===== config.mk =====
export PLATFORM = sky130hd
export DESIGN_NAME = quad_display_ctrl
export DESIGN_NICKNAME = d
export VERILOG_FILES = /design/src/rtl/quad_display_ctrl.sv
export SDC_FILE = /design/constraint.sdc
export NUM_CORES = 1
export LEC_CHECK = 0
export ABC_CLOCK_PERIOD_IN_PS = 3900
export BUFFER_PORTS_ARGS = -buffer_cell sky130_fd_sc_hd__buf_4
export CAP_MARGIN = 20
export CORE_ASPECT_RATIO = 1.4
export CORE_MARGIN = 4
export CORE_UTILIZATION = 50
export CTS_BUF_LIST = sky130_fd_sc_hd__clkbuf_8
export DETAILED_ROUTE_END_ITERATION = 8
export PLACE_DENSITY = 0.83
export SYNTH_ARGS = -nofsm -noshare
export SYNTH_HDL_FRONTEND = slang
export SYNTH_SLANG_ARGS = --single-unit

===== constraint.sdc =====
create_clock -name clk -period 3.9 [get_ports clk]
set_input_delay 0.78 -clock clk [delete_from_list [all_inputs] [get_ports clk]]
set_output_delay 0.78 -clock clk [all_outputs]
set_load 0.01 [all_outputs]

===== src/rtl/quad_display_ctrl.sv =====
// quad_display_ctrl: 2x2 quad-view raster sequencer and frame-level motion alarm FSM (option: MOTION_BLINK_EN)
module quad_display_ctrl #(
  parameter int H_ACTIVE = 640,
  parameter int V_ACTIVE = 480,
  parameter int SETTLE_FRAMES = 4,
  parameter int HOLD_FRAMES = 8
) (
  input  logic        clk,
  input  logic        reset,
  input  logic [9:0]  x_pixel,
  input  logic [9:0]  y_pixel,
  input  logic        display_enable_in,
  input  logic        vref,
  input  logic        motion_in,
  output logic        display_enable,
  output logic        left_top_enable,
  output logic        right_top_enable,
  output logic        left_bot_enable,
  output logic        right_bot_enable,
  output logic [16:0] fb_rd_addr,
  output logic        frame_start,
  output logic        motion_detected,
  output logic [1:0]  alarm_state,
  output logic [7:0]  hold_count
);
  localparam logic [1:0] WARMUP = 2'd0, IDLE = 2'd1, ALERT = 2'd2;
  localparam logic [9:0] QW = 10'(H_ACTIVE / 2), QH = 10'(V_ACTIVE / 2);
  localparam logic [7:0] HOLD = 8'(HOLD_FRAMES);
  localparam logic [3:0] SETTLE = 4'(SETTLE_FRAMES);
  logic right, bot, prev_vref, latch, hit, md_n;
  logic [9:0] x_local, y_local;
  logic [16:0] addr;
  logic [3:0] settle_cnt, settle_n;
  logic [1:0] state_n;
  logic [7:0] hold_n;
  assign right = x_pixel >= QW;
  assign bot = y_pixel >= QH;
  assign x_local = right ? x_pixel - QW : x_pixel;
  assign y_local = bot ? y_pixel - QH : y_pixel;
  assign addr = 17'(y_local) * 17'(QW) + 17'(x_local);
  // a hit on the frame_start cycle still belongs to the frame that is ending
  assign hit = latch | (motion_in & display_enable_in);
  always_comb begin
    state_n = alarm_state;
    hold_n = hold_count;
    settle_n = settle_cnt;
    if (frame_start) begin
      if (alarm_state == WARMUP) begin
        settle_n = settle_cnt + 4'd1;
        state_n = settle_n == SETTLE ? IDLE : WARMUP;
      end else if (alarm_state == IDLE) begin
        state_n = hit ? ALERT : IDLE;
        hold_n = hit ? HOLD : 8'd0;
      end else begin
        state_n = (!hit && hold_count == 8'd1) ? IDLE : ALERT;
        hold_n = hit ? HOLD : hold_count - 8'd1;
      end
    end
  end
`ifdef MOTION_BLINK_EN
  logic parity, parity_n;
  assign parity_n = frame_start ? ((alarm_state == ALERT && state_n == ALERT) ? ~parity : 1'b0) : parity;
  assign md_n = frame_start ? (state_n == ALERT && (hold_n == HOLD || !parity_n)) : motion_detected;
  always_ff @(posedge clk)
    if (reset) parity <= 1'b0;
    else parity <= parity_n;
`else
  assign md_n = frame_start ? state_n == ALERT : motion_detected;
`endif
  always_ff @(posedge clk) begin
    if (reset) begin
      display_enable <= 1'b0;
      left_top_enable <= 1'b0;
      right_top_enable <= 1'b0;
      left_bot_enable <= 1'b0;
      right_bot_enable <= 1'b0;
      fb_rd_addr <= '0;
      frame_start <= 1'b0;
      prev_vref <= 1'b0;
      latch <= 1'b0;
      settle_cnt <= '0;
      alarm_state <= WARMUP;
      hold_count <= '0;
      motion_detected <= 1'b0;
    end else begin
      display_enable <= display_enable_in;
      left_top_enable <= display_enable_in & ~right & ~bot;
      right_top_enable <= display_enable_in & right & ~bot;
      left_bot_enable <= display_enable_in & ~right & bot;
      right_bot_enable <= display_enable_in & right & bot;
      fb_rd_addr <= display_enable_in ? addr : fb_rd_addr;
      frame_start <= vref & ~prev_vref;
      prev_vref <= vref;
      latch <= frame_start ? 1'b0 : hit;
      settle_cnt <= settle_n;
      alarm_state <= state_n;
      hold_count <= hold_n;
      motion_detected <= md_n;
    end
  end
endmodule


* After elaboration in Yosys (flattened, before gate mapping)
Index checks and enable logic that the tools add are counted.
Word-level totals: output and inout port bits 34, register bits 40, input bits 25, logic and storage cells 55
Operators by class: reduce and logical (&&, ||, !) cells 6, multipliers 1, bitwise logic cells 13, equality and inequality tests 4, add/subtract/negate cells 5, mux-type cells 11, order comparisons 2
Operators by type and width (count):
- 10-bit two-way mux | 2
- 17-bit by 10-bit adder with 17-bit output | 1
- 8-bit two-way mux | 2
- 10-bit by 3-bit multiplier with 11-bit output (second input constant) | 1
- 10-bit by 8-bit greater-or-equal comparator with 1-bit output (second input constant) | 1
- 10-bit by 9-bit greater-or-equal comparator with 1-bit output (second input constant) | 1
- 2-bit two-way mux | 5
- 10-bit by 8-bit subtractor with 10-bit output (second input constant) | 1
- 10-bit by 9-bit subtractor with 10-bit output (second input constant) | 1
- 1-bit bitwise AND | 8
- 8-bit by 1-bit == test with 1-bit output (second input constant) | 1
- 8-bit by 1-bit subtractor with 8-bit output (second input constant) | 1
- 4-bit by 1-bit adder with 4-bit output (second input constant) | 1
- 4-bit by 3-bit == test with 1-bit output (second input constant) | 1
- 4-bit two-way mux | 1
- 1-bit NOT | 4
- 2-bit AND reduction | 2
- 2-bit by 1-bit == test with 1-bit output (second input constant) | 1
- 2-bit == test (second input constant) | 1
- 2-bit logical NOT | 1
- 2-bit OR reduction | 1
- 1-bit logical AND | 1
- 1-bit logical NOT | 1
- 1-bit two-way mux | 1
- 1-bit OR | 1

* Longest topological paths before layout
Gate-level depths: netlist of the first run.
depth after elaboration 9, mapped depth 14, depth with buffers taken out 14

* Worst setup path after synthesis of the first run
Ideal clock, no wire load.
path kind input port to flip-flop, start point in y_pixel[4], end point reg fb_rd_addr[16], stages on the path 12, data required time 3.786 ns, setup time 0.114 ns, setup slack 0.143 ns, arrival time 3.643 ns, cell sequence ha_1 and3_1 nor3_1 xnor2_1 ha_1 fa_1 a211oi_2 nor4_1 or4b_4 nand4_1 xnor2_1 a21o_1
On the way: longest elaborated chain between the ends 4
Ends and longest elaborated chain:
- from (decl) | line 11 | input logic [9:0] y_pixel,
- 10-bit by 8-bit subtractor with 10-bit output / 10-bit by 8-bit greater-or-equal comparator with 1-bit output (equally long branches) | line 39, 37
- 10-bit two-way mux * | line 39 | assign y_local = bot ? y_pixel - QH : y_pixel;
- 10-bit by 3-bit multiplier with 11-bit output * | line 40 | assign addr = 17'(y_local) * 17'(QW) + 17'(x_local);
- 17-bit by 10-bit adder with 17-bit output * | line 40
- to (signal assigned) | line 91 | fb_rd_addr <= display_enable_in ? addr : fb_rd_addr;
- to (decl) | line 20 | output logic [16:0] fb_rd_addr,
Every way passes the cells marked *; elsewhere a longest branch is shown, timed or not. A chain may end at the register's enable or synchronous reset.

* Final worst setup path of the first run
Same ends and word-level chain as after synthesis.

==> results of run 1 <==
==> layer usage <==
layer | vias to the layer above | part of all wire, % | wire (µm)
met4 | 0 | 3.1 | 173
met5 | - | 0 | 0
met3 | 14 | 4.0 | 219
li1 | 1107 | - | -
met1 | 1030 | 39 | 2130
met2 | 54 | 54 | 2990
==> registers in the layout, indices dropped and copies added (netlist names), 2 cells and up <==
register	flops
alarm_state	2
fb_rd_addr	17
hold_count	8
settle_cnt	4
==> power by group through the flow <==
stage / combinational, mW / sequential [mW] / clock [mW]
2_1_floorplan: 0.269 / 0.469 / 0
3_3_place_gp: 0.403 / 0.461 / 0
3_5_place_dp: 0.413 / 0.461 / 0
4_1_cts: 0.415 / 0.452 / 0.370
5_1_grt: 0.456 / 0.455 / 0.389
6_report: 0.412 / 0.452 / 0.362
==> worst paths after layout <==
| kind | startpoint | to | slack, ns |
|---|---|---|---|
| worst max-delay path | y_pixel[4] | fb_rd_addr[16] | 0.23 |
| worst min-delay path | prev_vref | frame_start | 0.39 |
| worst max register to register | alarm_state[1] | hold_count[7] | 2.06 |
| worst min register to register | prev_vref | frame_start | 0.39 |
==> per-stage QoR <==
step	setup slack [ns]	instances
after global routing	0.0307	403
final	0.226	403
after detailed placement	-0.0911	395
after CTS	0.220	403
after floorplan	0.143	276
after global placement	-0.00892	395
==> Yosys cell counts, drive strengths merged, types with 6 or more instances <==
master  count
a211oi      9
o21ai       8
a21oi      14
nor2       42
nand3       9
mux2i      14
xnor2      13
inv         6
dfxtp      40
nand2      21
nor3        6
nor2b       8
ha         25
xor2       10
==> kinds of logic after synthesis <==
| kind of cell | count (synthesis) | share of synthesized area [%] |
|---|---|---|
| fa+ha+maj | 27 | 14.4 |
| xor+xnor | 23 | 8.53 |
| simple gates | 109 | 22.2 |
| flops | 40 | 32.7 |
| mux | 15 | 6.18 |
| buf+inv | 14 | 2.15 |
| compound gates | 48 | 13.8 |
==> layout make-up <==
class                      instances  area, µm²
clock inverter                     1       30.0
timing repair buffer              65        488
multi-input combinational        222       1600
sequential                        40        801
tap                               62       77.6
fill                             415       1530
inverter                           6       22.5
clock buffer                       7       96.3
==> worst max-delay path: stages <==
cell and delay, ns:
sky130_fd_sc_hd__buf_4 0.11, sky130_fd_sc_hd__ha_1 0.22, sky130_fd_sc_hd__and3_1 0.17, sky130_fd_sc_hd__nor3_1 0.24
sky130_fd_sc_hd__buf_4 0.18, sky130_fd_sc_hd__nor2_1 0.05, sky130_fd_sc_hd__xor2_1 0.19, sky130_fd_sc_hd__ha_1 0.27
sky130_fd_sc_hd__ha_1 0.39, sky130_fd_sc_hd__o21ai_0 0.19, sky130_fd_sc_hd__o211ai_1 0.19, sky130_fd_sc_hd__or4b_4 0.49
sky130_fd_sc_hd__nand4_1 0.13, sky130_fd_sc_hd__xnor2_1 0.07, sky130_fd_sc_hd__a21o_1 0.17
==> flow_summary.toml, run 1 <==
[synth]
synth_ff_type = "sky130_fd_sc_hd__dfxtp_1"
synth_largest_type_area_fraction_pct = 32.7
syn_area_per_cell_um2 = 8.87
synth_top_cells_by_area = "sky130_fd_sc_hd__dfxtp_1, sky130_fd_sc_hd__ha_1, sky130_fd_sc_hd__nor2_1"
post_synth_inst_count = 276
synth.net_count = 328
library_cell_with_the_largest_summed_area_after_synthesis = "sky130_fd_sc_hd__dfxtp_1"
ys_warn_count = 0
yosys.cell_types.count = 47
number_of_enable_flip_flop_cells_after_synthesis = 0
synth-async-reset-ratio_pct = 0
ys_ff_latch = 40
ys_seq_area_share_pct = 32.7
mappedNetlistArea_um2 = 2450

[routing]
detail-route-antenna-nets = 0
count_of_tritonroute_iterations_in_the_first_routing_pass = 4
vias = 2205
post_drt_via_cell_ratio = 5.47
detail_route.iter0.violations = 115
wl_per_cell_um = 13.7
post-route-drc-count = 0
finalWirelength_um = 5520

[layout]
final_layout_size_suffix_gt1_share_pct = 24.3
leading_cell_type_in_the_layout_fill_and_taps_excluded = "sky130_fd_sc_hd__buf_4"
diodes_inserted = 0
most-common-layout-cells = "sky130_fd_sc_hd__buf_4, sky130_fd_sc_hd__nor2_1, sky130_fd_sc_hd__dfxtp_1"
final_nets = 392
flow.area_growth_from_synthesis_pct = 27.0
layout.cell_area.non_filler_um2 = 3110
postLayoutCoreUtil_pct = 67.0

[clock_network]
htree_levels = 2
cts.path.max_buffers = 2
worst_setup_hold_path_clk_slew_ns = 0.08
insertion_delay_ns = 0.29
cts.root.buffer_cell = "sky130_fd_sc_hd__clkbuf_8"
hold_buffers = 0
post_cts_sizing_count = 0
cts_tree = "built"
clock_sink_count = 40
post_cts_buffers = 0
cts-buffers-inserted = 5

[die]
die_width_um = 67.1
initial_standard_cell_utilization_of_the_core_pct = 52.7
die_span_y_um = 90.8
pin_count = 59
num_rows = 29
design.die.area_um2 = 6100
design.core.area_um2 = 4640

[sta]
fmax_ghz = 0.272
final.min_clock_period_ns = 3.67
hold_viol_final = 0
finalSetupViolations = 0
worst-slew-pin-transition_ns = 0.553
relative_slew_margins_pct = 63.1
hold_slack_ns = 0.394
rsz0062_at_grt = "no"
fin_worst_skew_ns = 0.00447
timing.final.max_slew_violations = 0
setup_total_negative_slack_ns = 0
layout_worst_path_cycle_share_pct = 94.2

[worst_setup_path]
timing.critical_path.to_type = "register"
path_max_fanout = 7
required_ns = 4.08
ff2ff_path_depth = 6
critPathArrivalTime_ns = 3.86
critical_path.startpoint_type = "input pin"
critical_path_class = "in2reg"

[job]
maxCapViolCount = 0

[worst_hold_path]
worst_min_delay_path_class = "reg2reg"
worstHoldPathCells = 1

[power_and_ir_drop]
power.combinational.fraction_pct = 33.6
internal_power_mw = 0.865
pwr-share-clk_pct = 29.5
vdd_drop_max_uv = 184
p_total_mw = 1.23
power.density_cell_area_nw_per_um2 = 394
seq_power_share_pct = 36.9
netSwitchingPower_mw = 0.361
power.leakage_nw = 1.44
swShare_pct = 29.5

[global_routing]
met2_grt_util_pct = 33.9
gr-max-usage-layer = "met2"
met1_usage_pct = 21.8
grt_pass1_vias = 2145
grt_pass1_wl_um = 9330
antenna_violations_before_repair = 0
global_route.usage.total_pct = 19.3
grt-ovfl-total = 0
grt_util_met3_pct = 2.37
grt_max_degree = 32

[placement]
numPortBuffers = 58
post-dp-hpwl_um = 4390
last_weighted_congestion_value_of_the_routability_driven_placer = 0.871
placed_cell_area_um2 = 2980

[run_status]
result_of_the_run = "finished clean"
No activity file was read; power rests on OpenSTA's default activity.
==> run 2: changes to the inputs <==
Settings changed: ABC_AREA set to 1, CORE_UTILIZATION 50 to 51, PLACE_DENSITY 0.83 to 0.84.
==> flow_summary.toml, run 2 <==
[layout]
postLayoutCoreUtil_pct = 65.6
final_layout_size_suffix_gt1_share_pct = 19.2
final.fill_count = 454
final_nets = 499
final_cell_count_no_fill = 512
multi_input_logic_area_um2 = 1600
flow.area_growth_from_synthesis_pct = 22.6
largest_register_ff_count = 17
leading_cell_type_in_the_layout_fill_and_taps_excluded = "sky130_fd_sc_hd__nand2_1"
most-common-layout-cells = "sky130_fd_sc_hd__nand2_1, sky130_fd_sc_hd__nor2_1, sky130_fd_sc_hd__buf_4"
diodes_inserted = 0
layout.cell_area.non_filler_um2 = 3250
largest_registers = "fb_rd_addr (17), hold_count (8), settle_cnt (4)"
registers.top_by_ff_count = "fb_rd_addr"
register_area_um2 = 801

[sta]
fin_worst_skew_ns = 0.0105
fin_ws_ns = 0.552
hold_viol_final = 0
rsz0062_at_grt = "no"
setup_total_negative_slack_ns = 0
timing.final.max_slew_violations = 0
relative_slew_margins_pct = 65.9
layout_worst_path_cycle_share_pct = 85.8
worst-slew-pin-transition_ns = 0.510
final.min_clock_period_ns = 3.35
finalSetupViolations = 0
fmax_ghz = 0.299

[worst_hold_path]
worst_min_delay_path_class = "reg2reg"

[routing]
vias = 2610
wl_per_cell_um = 11.6
post-route-drc-count = 0
detail_route.iter0.violations = 218
detail-route-antenna-nets = 0
count_of_tritonroute_iterations_in_the_first_routing_pass = 5
finalWirelength_um = 5960
post_drt_via_cell_ratio = 5.10

[synth]
synth_largest_type_area_fraction_pct = 30.2
yosys.cell_types.count = 36
synth-async-reset-ratio_pct = 0
ys_seq_area_share_pct = 30.2
synth.net_count = 441
synth_ff_type = "sky130_fd_sc_hd__dfxtp_1"
post_synth_inst_count = 389
library_cell_with_the_highest_instance_count_after_synthesis = "sky130_fd_sc_hd__nand2_1"
synth_commonest_cells = "sky130_fd_sc_hd__nand2_1, sky130_fd_sc_hd__nor2_1, sky130_fd_sc_hd__inv_1"
number_of_enable_flip_flop_cells_after_synthesis = 0
ys_warn_count = 0
syn_area_per_cell_um2 = 6.81
synth_top_cells_by_area = "sky130_fd_sc_hd__dfxtp_1, sky130_fd_sc_hd__ha_1, sky130_fd_sc_hd__nand2_1"
mappedNetlistArea_um2 = 2650
library_cell_with_the_largest_summed_area_after_synthesis = "sky130_fd_sc_hd__dfxtp_1"
ys_ff_latch = 40

[placement]
placed_cell_area_um2 = 3130
place_worst_setup_slack_ns = 0.247
last_weighted_congestion_value_of_the_routability_driven_placer = 0.824
post-dp-hpwl_um = 4780
placedCellCount = 504
numPortBuffers = 58

[clock_network]
post_cts_sizing_count = 0
worst_setup_hold_path_clk_slew_ns = 0.08
htree_levels = 2
hold_buffers = 0
cts.path.max_buffers = 2
cts.root.buffer_cell = "sky130_fd_sc_hd__clkbuf_8"
post_cts_buffers = 0
cts-buffers-inserted = 5
cts_tree = "built"
insertion_delay_ns = 0.30
clock_sink_count = 40

[die]
design.die.area_um2 = 6430
design.core.area_um2 = 4950
pin_count = 59
num_rows = 30
die_width_um = 68.9
initial_standard_cell_utilization_of_the_core_pct = 53.5
die_span_y_um = 93.3

[worst_setup_path]
critPathArrivalTime_ns = 3.54
crit_path_cell_trace = "buf_4, ha_1, nand3_1, nand3_1, xor2_1, inv_1, ha_1, fa_1, nand2_1, inv_1, nand4_1, nand3_1, nor2b_2, nand2_1, nand2_1, nand3_1, nand2_1, inv_1"
path_buf_inv = 4
path_max_fanout = 8
critical_path_class = "in2reg"
cpLargestDelayFamily = "adder cells"
required_ns = 4.10
crit_path_top_delay_cell = "sky130_fd_sc_hd__fa_1"
critical_path.max_stage_delay_ns = 0.65
critical_path.startpoint_type = "input pin"
timing.critical_path.to_type = "register"

[power_and_ir_drop]
netSwitchingPower_mw = 0.407
power.density_cell_area_nw_per_um2 = 371
internal_power_mw = 0.797
power.combinational.fraction_pct = 34.3
seq_power_share_pct = 37.1
vdd_drop_max_uv = 153
power.leakage_nw = 1.70
pwr-share-clk_pct = 28.6
swShare_pct = 33.8

[job]
maxCapViolCount = 0

[global_routing]
grt_pass1_vias = 2518
grt_max_degree = 27
global_route.usage.total_pct = 20.4
grt-ovfl-total = 0
antenna_violations_before_repair = 0
grt_pass1_wl_um = 10400

[run_status]
result_of_the_run = "finished clean"
==> run 2: cell types whose count changed after synthesis, moves of 4 or more <==
| cell | change |
|---|---|
| sky130_fd_sc_hd__a211oi_1 | -7 |
| sky130_fd_sc_hd__buf_1 | -4 |
| sky130_fd_sc_hd__o21ai_0 | +16 |
| sky130_fd_sc_hd__inv_1 | +50 |
| sky130_fd_sc_hd__nand2_2 | +6 |
| sky130_fd_sc_hd__xnor2_1 | -9 |
| sky130_fd_sc_hd__nand2_1 | +54 |
| sky130_fd_sc_hd__nor3_1 | +5 |
| sky130_fd_sc_hd__nor2_1 | +20 |
| sky130_fd_sc_hd__nor2b_1 | -8 |
| sky130_fd_sc_hd__nand3_1 | +16 |
| sky130_fd_sc_hd__mux2i_1 | -14 |
| sky130_fd_sc_hd__nor2_2 | +5 |
| sky130_fd_sc_hd__a21o_1 | -4 |
==> run 2: cell families (layout without fill, tap and decap cells) <==
| family | after synthesis | in the layout | synth area share, % |
|---|---|---|---|
| AND/OR/NAND/NOR | 199 | 199 | 33.3 |
| buffers and inverters | 65 | 124 | 9.44 |
| XOR/XNOR | 12 | 12 | 4.25 |
| adder cells (fa/ha/maj) | 27 | 27 | 13.3 |
| AO/OA/AOI/OAI | 46 | 46 | 9.49 |
| flip-flops | 40 | 40 | 30.2 |
==> run 2: power groups by stage <==
stage | clock network [mW] | logic (mW) | registers [mW]
6_report | 0.344 | 0.413 | 0.447
4_1_cts | 0.354 | 0.415 | 0.447
2_1_floorplan | 0 | 0.290 | 0.465
3_3_place_gp | 0 | 0.399 | 0.456
3_5_place_dp | 0 | 0.411 | 0.456
5_1_grt | 0.368 | 0.472 | 0.449
==> run 2: layout make-up <==
cell class,count,share of cell area [%]
Timing Repair Buffer,58,13.4
Sequential cell,40,24.7
Clock inverter,3,1.43
Tap cell,64,2.47
Multi-Input combinational cell,284,49.2
Inverter,58,6.70
Clock buffer,5,2.12
==> run 2: worst reg2reg max path: stages (launching register included) <==
cell and delay (ns):
sky130_fd_sc_hd__dfxtp_1 0.39, sky130_fd_sc_hd__inv_1 0.11, sky130_fd_sc_hd__nor2_2 0.25, sky130_fd_sc_hd__inv_2 0.13
sky130_fd_sc_hd__nor2_1 0.15, sky130_fd_sc_hd__nand2_1 0.09, sky130_fd_sc_hd__nor3_1 0.14, sky130_fd_sc_hd__nor3_1 0.07
==> run 2: final timing paths <==
check                                 start              to  slack, ns  cells after the start
worst max-delay path             y_pixel[4]  fb_rd_addr[15]       0.55                     18
worst min register to register    prev_vref     frame_start       0.40                      1
worst max register to register  frame_start   hold_count[7]       2.46                      7
worst min-delay path              prev_vref     frame_start       0.40                      1
==> run 2: through the flow <==
step	power (mW)	hold slack, ns
after detailed placement	0.867	0.383
after global placement	0.854	0.379
after floorplan	0.754	0.374
after CTS	1.22	0.401
final	1.20	0.403
after global routing	1.29	0.422
==> run 2: metal layers <==
| metal | vias up | share of wire (%) | global-route usage (%) |
|---|---|---|---|
| met2 | 59 | 54 | 38.6 |
| met1 | 1181 | 40 | 21.2 |
| met4 | 0 | 2.5 | 9.43 |
| met3 | 15 | 3.9 | 2.28 |
| met5 | - | 0 | 0 |
| li1 | 1355 | - | - |
